`config.mk`:
```
export PLATFORM = sky130hd
export DESIGN_NAME = tqvp_ultrasonic_echo_emulator
export DESIGN_NICKNAME = d
export VERILOG_FILES = /design/src/rtl/tqvp_ultrasonic_echo_emulator.sv
export SDC_FILE = /design/constraint.sdc
export NUM_CORES = 1
export LEC_CHECK = 0
export CORE_MARGIN = 2
export CORE_UTILIZATION = 60
export DETAILED_ROUTE_END_ITERATION = 6
export PLACE_DENSITY = 0.9
export SLEW_MARGIN = 20
export SYNTH_ARGS = -nofsm -noshare
export SYNTH_HDL_FRONTEND = slang
export SYNTH_SLANG_ARGS = --single-unit
export TNS_END_PERCENT = 20
```
`constraint.sdc`:
```
create_clock -name clk -period 7.2 [get_ports clk]
set_clock_uncertainty 0.05 [all_clocks]
set_input_delay 1.8 -clock clk [delete_from_list [all_inputs] [get_ports clk]]
set_output_delay 1.8 -clock clk [all_outputs]
set_load 0.02 [all_outputs]
```
`src/rtl/tqvp_ultrasonic_echo_emulator.sv`:
```
// rtl/tqvp_ultrasonic_echo_emulator.sv - multi-channel ultrasonic trigger/echo responder (optional jitter: SENSOR_EMU_JITTER_EN)
module tqvp_ultrasonic_echo_emulator #(
    parameter int CHANNELS = 8
) (
    input  logic                clk,
    input  logic                rst_n,
    input  logic [5:0]          address,
    input  logic [31:0]         data_in,
    input  logic [1:0]          data_write_n,
    input  logic [1:0]          data_read_n,
    output logic [31:0]         data_out,
    output logic                data_ready,
    input  logic [CHANNELS-1:0] trig,
    output logic [CHANNELS-1:0] echo,
    output logic                user_interrupt
);
    typedef enum logic [1:0] {S_IDLE, S_ARM, S_WAIT, S_ECHO} state_t;

    logic                r_en, r_irq_en;
    logic [15:0]         r_width;
    logic [7:0]          r_trig_min;
    logic [CHANNELS-1:0] r_done, r_ovr;
    logic [15:0]         r_delay [CHANNELS];

    logic                w_wr, w_status_wr;
    logic [7:0]          w_tmin_eff;
    logic [CHANNELS-1:0] w_busy, w_done_set, w_ovr_set, w_clr_done, w_clr_ovr;
    logic [31:0]         w_rdata;
    logic                w_unused;

    assign w_wr        = (data_write_n != 2'b11);
    assign w_status_wr = w_wr && (address == 6'h0C);
    assign w_tmin_eff  = (r_trig_min == 8'd0) ? 8'd1 : r_trig_min;
    assign w_clr_done  = w_status_wr ? data_in[CHANNELS-1:0] : '0;
    assign w_clr_ovr   = w_status_wr ? data_in[16 +: CHANNELS] : '0;
    assign w_unused    = &{1'b0, data_read_n, data_in};

`ifdef SENSOR_EMU_JITTER_EN
    logic [15:0] r_lfsr;
    always_ff @(posedge clk) begin
        if (!rst_n) r_lfsr <= 16'hACE1;
        else        r_lfsr <= {r_lfsr[14:0], r_lfsr[15] ^ r_lfsr[13] ^ r_lfsr[12] ^ r_lfsr[10]};
    end
`endif

    always_ff @(posedge clk) begin
        if (!rst_n) begin
            r_en       <= 1'b0;
            r_irq_en   <= 1'b0;
            r_width    <= 16'd0;
            r_trig_min <= 8'd10;
            for (int i = 0; i < CHANNELS; i++) r_delay[i] <= 16'd0;
        end else if (w_wr) begin
            if (address == 6'h00) {r_irq_en, r_en} <= data_in[1:0];
            if (address == 6'h04) r_width <= data_in[15:0];
            if (address == 6'h08) r_trig_min <= data_in[7:0];
            for (int i = 0; i < CHANNELS; i++)
                if (address == 6'(32 + 4 * i)) r_delay[i] <= data_in[15:0];
        end
    end

    // A completion or overrun in the same cycle as its W1C wins over the clear.
    always_ff @(posedge clk) begin
        if (!rst_n) begin
            r_done <= '0;
            r_ovr  <= '0;
        end else begin
            r_done <= (r_done & ~w_clr_done) | w_done_set;
            r_ovr  <= (r_ovr & ~w_clr_ovr) | w_ovr_set;
        end
    end

    for (genvar ch = 0; ch < CHANNELS; ch++) begin : g_ch
        state_t      r_state, w_state_nx;
        logic [15:0] r_cnt, w_cnt_nx, w_delay_ld;
        logic [7:0]  r_hi, w_hi_nx;
        logic        r_echo, r_trig_q, w_echo_nx;

`ifdef SENSOR_EMU_JITTER_EN
        logic [16:0] w_sum;
        assign w_sum      = {1'b0, r_delay[ch]} + {14'd0, r_lfsr[2:0]};
        assign w_delay_ld = w_sum[16] ? 16'hFFFF : w_sum[15:0];
`else
        assign w_delay_ld = r_delay[ch];
`endif

        always_ff @(posedge clk) begin
            if (!rst_n) begin
                r_state  <= S_IDLE;
                r_cnt    <= 16'd0;
                r_hi     <= 8'd0;
                r_echo   <= 1'b0;
                r_trig_q <= 1'b0;
            end else begin
                r_state  <= w_state_nx;
                r_cnt    <= w_cnt_nx;
                r_hi     <= w_hi_nx;
                r_echo   <= w_echo_nx;
                r_trig_q <= trig[ch];
            end
        end

        always_comb begin
            w_state_nx = r_state;
            w_cnt_nx   = r_cnt;
            w_hi_nx    = r_hi;
            if (!r_en) begin
                w_state_nx = S_IDLE;
            end else begin
                case (r_state)
                    S_IDLE: if (trig[ch]) begin
                        w_state_nx = S_ARM;
                        w_hi_nx    = 8'd1;
                    end
                    S_ARM: begin
                        if (trig[ch]) begin
                            if (r_hi != 8'hFF) w_hi_nx = r_hi + 8'd1;
                        end else if (r_hi >= w_tmin_eff) begin
                            w_state_nx = S_WAIT;
                            w_cnt_nx   = w_delay_ld;
                        end else begin
                            w_state_nx = S_IDLE;
                        end
                    end
                    S_WAIT: begin
                        if (r_cnt != 16'd0) begin
                            w_cnt_nx = r_cnt - 16'd1;
                        end else if (r_width == 16'd0) begin
                            w_state_nx = S_IDLE;
                        end else begin
                            w_state_nx = S_ECHO;
                            w_cnt_nx   = r_width - 16'd1;
                        end
                    end
                    S_ECHO: begin
                        if (r_cnt != 16'd0) w_cnt_nx = r_cnt - 16'd1;
                        else                w_state_nx = S_IDLE;
                    end
                    default: w_state_nx = S_IDLE;
                endcase
            end
        end

        always_comb begin
            w_echo_nx = (w_state_nx == S_ECHO);
            w_busy[ch] = (r_state != S_IDLE);
            w_done_set[ch] = r_en && (r_cnt == 16'd0) &&
                             (((r_state == S_WAIT) && (r_width == 16'd0)) || (r_state == S_ECHO));
            w_ovr_set[ch] = r_en && ((r_state == S_WAIT) || (r_state == S_ECHO)) &&
                            trig[ch] && !r_trig_q;
        end

        assign echo[ch] = r_echo;
    end

    always_comb begin
        w_rdata = '0;
        case (address)
            6'h00: w_rdata[1:0] = {r_irq_en, r_en};
            6'h04: w_rdata[15:0] = r_width;
            6'h08: w_rdata[7:0] = r_trig_min;
            6'h0C: begin
                w_rdata[CHANNELS-1:0]  = r_done;
                w_rdata[16 +: CHANNELS] = r_ovr;
            end
            6'h10: w_rdata[CHANNELS-1:0] = w_busy;
`ifdef SENSOR_EMU_JITTER_EN
            6'h14: w_rdata[15:0] = r_lfsr;
`endif
            default: begin
                for (int i = 0; i < CHANNELS; i++)
                    if (address == 6'(32 + 4 * i)) w_rdata[15:0] = r_delay[i];
            end
        endcase
    end

    assign data_out       = w_rdata;
    assign data_ready     = 1'b1;
    assign user_interrupt = r_irq_en & (|r_done);
endmodule

```
==> impl_metrics.tcl <==
set metrics [dict create \
    dpl_cell_area_um2 24000 \
    postLayoutCellArea_um2 25400 \
    die_w_um 200 \
    layout_commonest_cell "nor2_1" \
    synth_seq_cells 394 \
    drt_pass1_iterations 7 \
    ant_nets 0 \
    maxCapViolCount 0 \
    core-area_um2 37700 \
    slew_headroom 0.125 \
    hold_depth 2 \
    avgSynthCellArea_um2 8.60 \
    cts.path.max_buffers 3 \
    holdBufCountCts 0 \
    wl_met3_mm 10.5 \
    synth_area_um2 23000 \
    clk_latency_ns 0.58 \
    io_pins 94 \
    crit_fanout 17 \
    clock_power_share 0.460 \
    combPwrFrac 0.057 \
    dp_hpwl_mm 57.5 \
    p_leak_nw 9.62 \
    grtUsageTotal 0.399 \
    yosysSeqAreaShare 0.399 \
    cts_resized 0 \
    setup-tns-final_ns 0 \
    critPathArrivalTime_ns 5.15 \
    p_int_w 0.00379 \
    yosysUniqueCellTypes 89 \
    path_clk_slew_ns 0.06 \
    synth-edff-count 128 \
    vias_per_cell 6.96 \
    p_per_area_nw_per_um2 196 \
    die_h_um 200 \
    syn_inst 2673 \
    max_slew.worst_pin.slew_ns 1.31 \
    nets 2798 \
    h-tree-depth 2 \
    p_seq_frac 0.484 \
    synthFlopType "dfxtp_1" \
    met2_length_mm 34.4 \
    grt_pass1_wl_mm 119 \
    setup_ws_ns 0.197 \
    clockRootBuffer "clkbuf_16" \
    rsz0062_at_grt "false" \
    r2r_start "r_width[0]" \
    start_util 0.610 \
    first_global_vias 20174 \
    period_share 0.973 \
    hp-start "r_ovr[3]" \
    grt_max_degree 72 \
    grt-ovfl-total 0 \
    min_period_ns 7.00 \
    hold_end "r_ovr[3]" \
    numCtsBuffers 42 \
    synth-async-reset-ratio 0 \
    finalPower_w 0.00499 \
    layout_common_cells "nor2_1 (303), nand2_1 (278), dfxtp_1 (266), o21ai_0 (177), a21oi_1 (145)" \
    wire_per_inst_um 25.0 \
    swShare 0.240 \
    wirelength_mm 80.0 \
    critPathCaptureType "primary output" \
    reg2reg_depth 8 \
    clock_sinks 394 \
    area_growth_pct 10.7 \
    cts_tree "done" \
    drive_above_1_share 0.0622 \
    ir_drop_v 0.000225 \
    r2r_setup_slack_ns 2.47 \
    ys_warn_count 0 \
    drcViolationCount 0 \
    critPathKind "in -> out" \
    holdCritPathClass "reg -> reg" \
    wl_met1_mm 29.4 \
    status "completed" \
    dpl_worst_slack_ns 0.298 \
    cp.required_ns 5.35 \
    gp_congestion 1.08 \
    postCtsSetupBuffers 0 \
    setup_viol 0 \
    max_freq_mhz 143 \
    hold_viol 0 \
    antenna_found_initial 2 \
    io_buffer_count 74 \
    net-switching-power_w 0.00120 \
    vias 22279 \
    drt-initial-drc-count 3504 \
    row_count 71 \
    crit_path_start_kind "primary input" \
    design.die.area_um2 39900 \
    whs_ns 0.398 \
    finalMaxSlewViolations 0 \
    routed.top_layer "met5" \
    rr_endpoint "g_ch[7].r_cnt[4]" \
]
-- per-layer routing --
metal  global-route usage  up-vias
li1                     -     9803
met1                0.518    10447
met2                0.597     1654
met3               0.0957      373
met4                0.254        2
met5                    0        -
-- kinds of logic (layout without fill, tap and decap cells) --
family,Yosys count,in the layout,share of synthesized area
adder cells (fa/ha/maj),91,91,0.0496
AND/OR/NAND/NOR,1027,1027,0.221
other,2,13,0.000327
AO/OA/AOI/OAI,709,709,0.204
buffers and inverters,258,263,0.0479
flip-flops,394,394,0.399
multiplexers,77,77,0.0345
XOR/XNOR,115,115,0.0438
-- worst max-delay path, stage by stage --
cell	delay, ns
clkdlybuf4s50_1	0.50
nor4b_1	0.45
buf_4	0.21
and2_1	0.57
a222oi_1	0.24
a21oi_1	0.20
nor2_1	0.06
o41ai_1	0.41
clkdlybuf4s50_1	0.71
-- metrics by stage --
stage / util / instances
after floorplan: - / 2680
after detailed placement: 0.636 / 3122
after CTS: 0.674 / 3196
after global routing: 0.675 / 3197
final: 0.675 / 3200
after global placement: 0.636 / 3122
-- flip-flops by register name, indices dropped and copies added (netlist names) --
register,count
g_ch.r_cnt,128
r_delay,128
g_ch.r_hi,64
g_ch.r_state,16
r_width,16
g_ch.r_echo,8
g_ch.r_trig_q,8
r_done,8
r_ovr,8
r_trig_min,8
r_en,1
r_irq_en,1
-- how the worst max path moves through the flow --
stage | start | end | slack, ns | cells past startpoint
final | address[1] | data_out[14] | 0.20 | 9
after global routing | address[1] | data_out[14] | 0.1 | 9
after CTS | address[1] | data_out[14] | 0.27 | 9
after detailed placement | address[1] | data_out[14] | 0.30 | 9
after global placement | address[1] | data_out[15] | 0.37 | 9
after floorplan | address[1] | data_out[10] | 1.63 | 7
-- cell usage after synthesis, drive strengths merged, types with 21 or more instances --
cell    number  area share
nor4        41       0.014
inv         77       0.013
o22ai       28      0.0076
nor3        69       0.016
nor2       304       0.050
xnor2       57       0.022
nand2      280       0.046
a21oi      145       0.032
a31oi       50       0.014
a211oi      27      0.0093
xor2        58       0.022
o21ai      191       0.042
o211ai      52       0.017
dfxtp      266        0.23
and3        21      0.0057
nand2b      28      0.0076
buf         53       0.014
mux2i       68       0.030
and2        40       0.011
or3         24      0.0065
ha          91       0.050
a32o        25       0.011
clkbuf     127       0.021
edfxtp     128        0.17
nand4       37       0.010
or4         21      0.0075
nand3       67       0.015
nor2b       22      0.0060
-- power groups by stage --
stage | clock network, W | registers (W) | logic, W
after floorplan | 0 | 0.00241 | 0.000145
after global placement | 0 | 0.00246 | 0.000261
after detailed placement | 0 | 0.00246 | 0.000266
after CTS | 0.00229 | 0.00241 | 0.000269
after global routing | 0.00239 | 0.00241 | 0.000292
final | 0.00229 | 0.00242 | 0.000283
-- cell type report --
class	instances	area, µm²
repair buffers	111	1020
clock inverters	16	205
multi-input cells	2028	12900
fillers	3005	12200
well taps	511	639
inverters	78	293
flip-flops and latches	394	9170
clock buffers	58	1220
diodes	4	10.0
(Power assumes the default switching activity.)
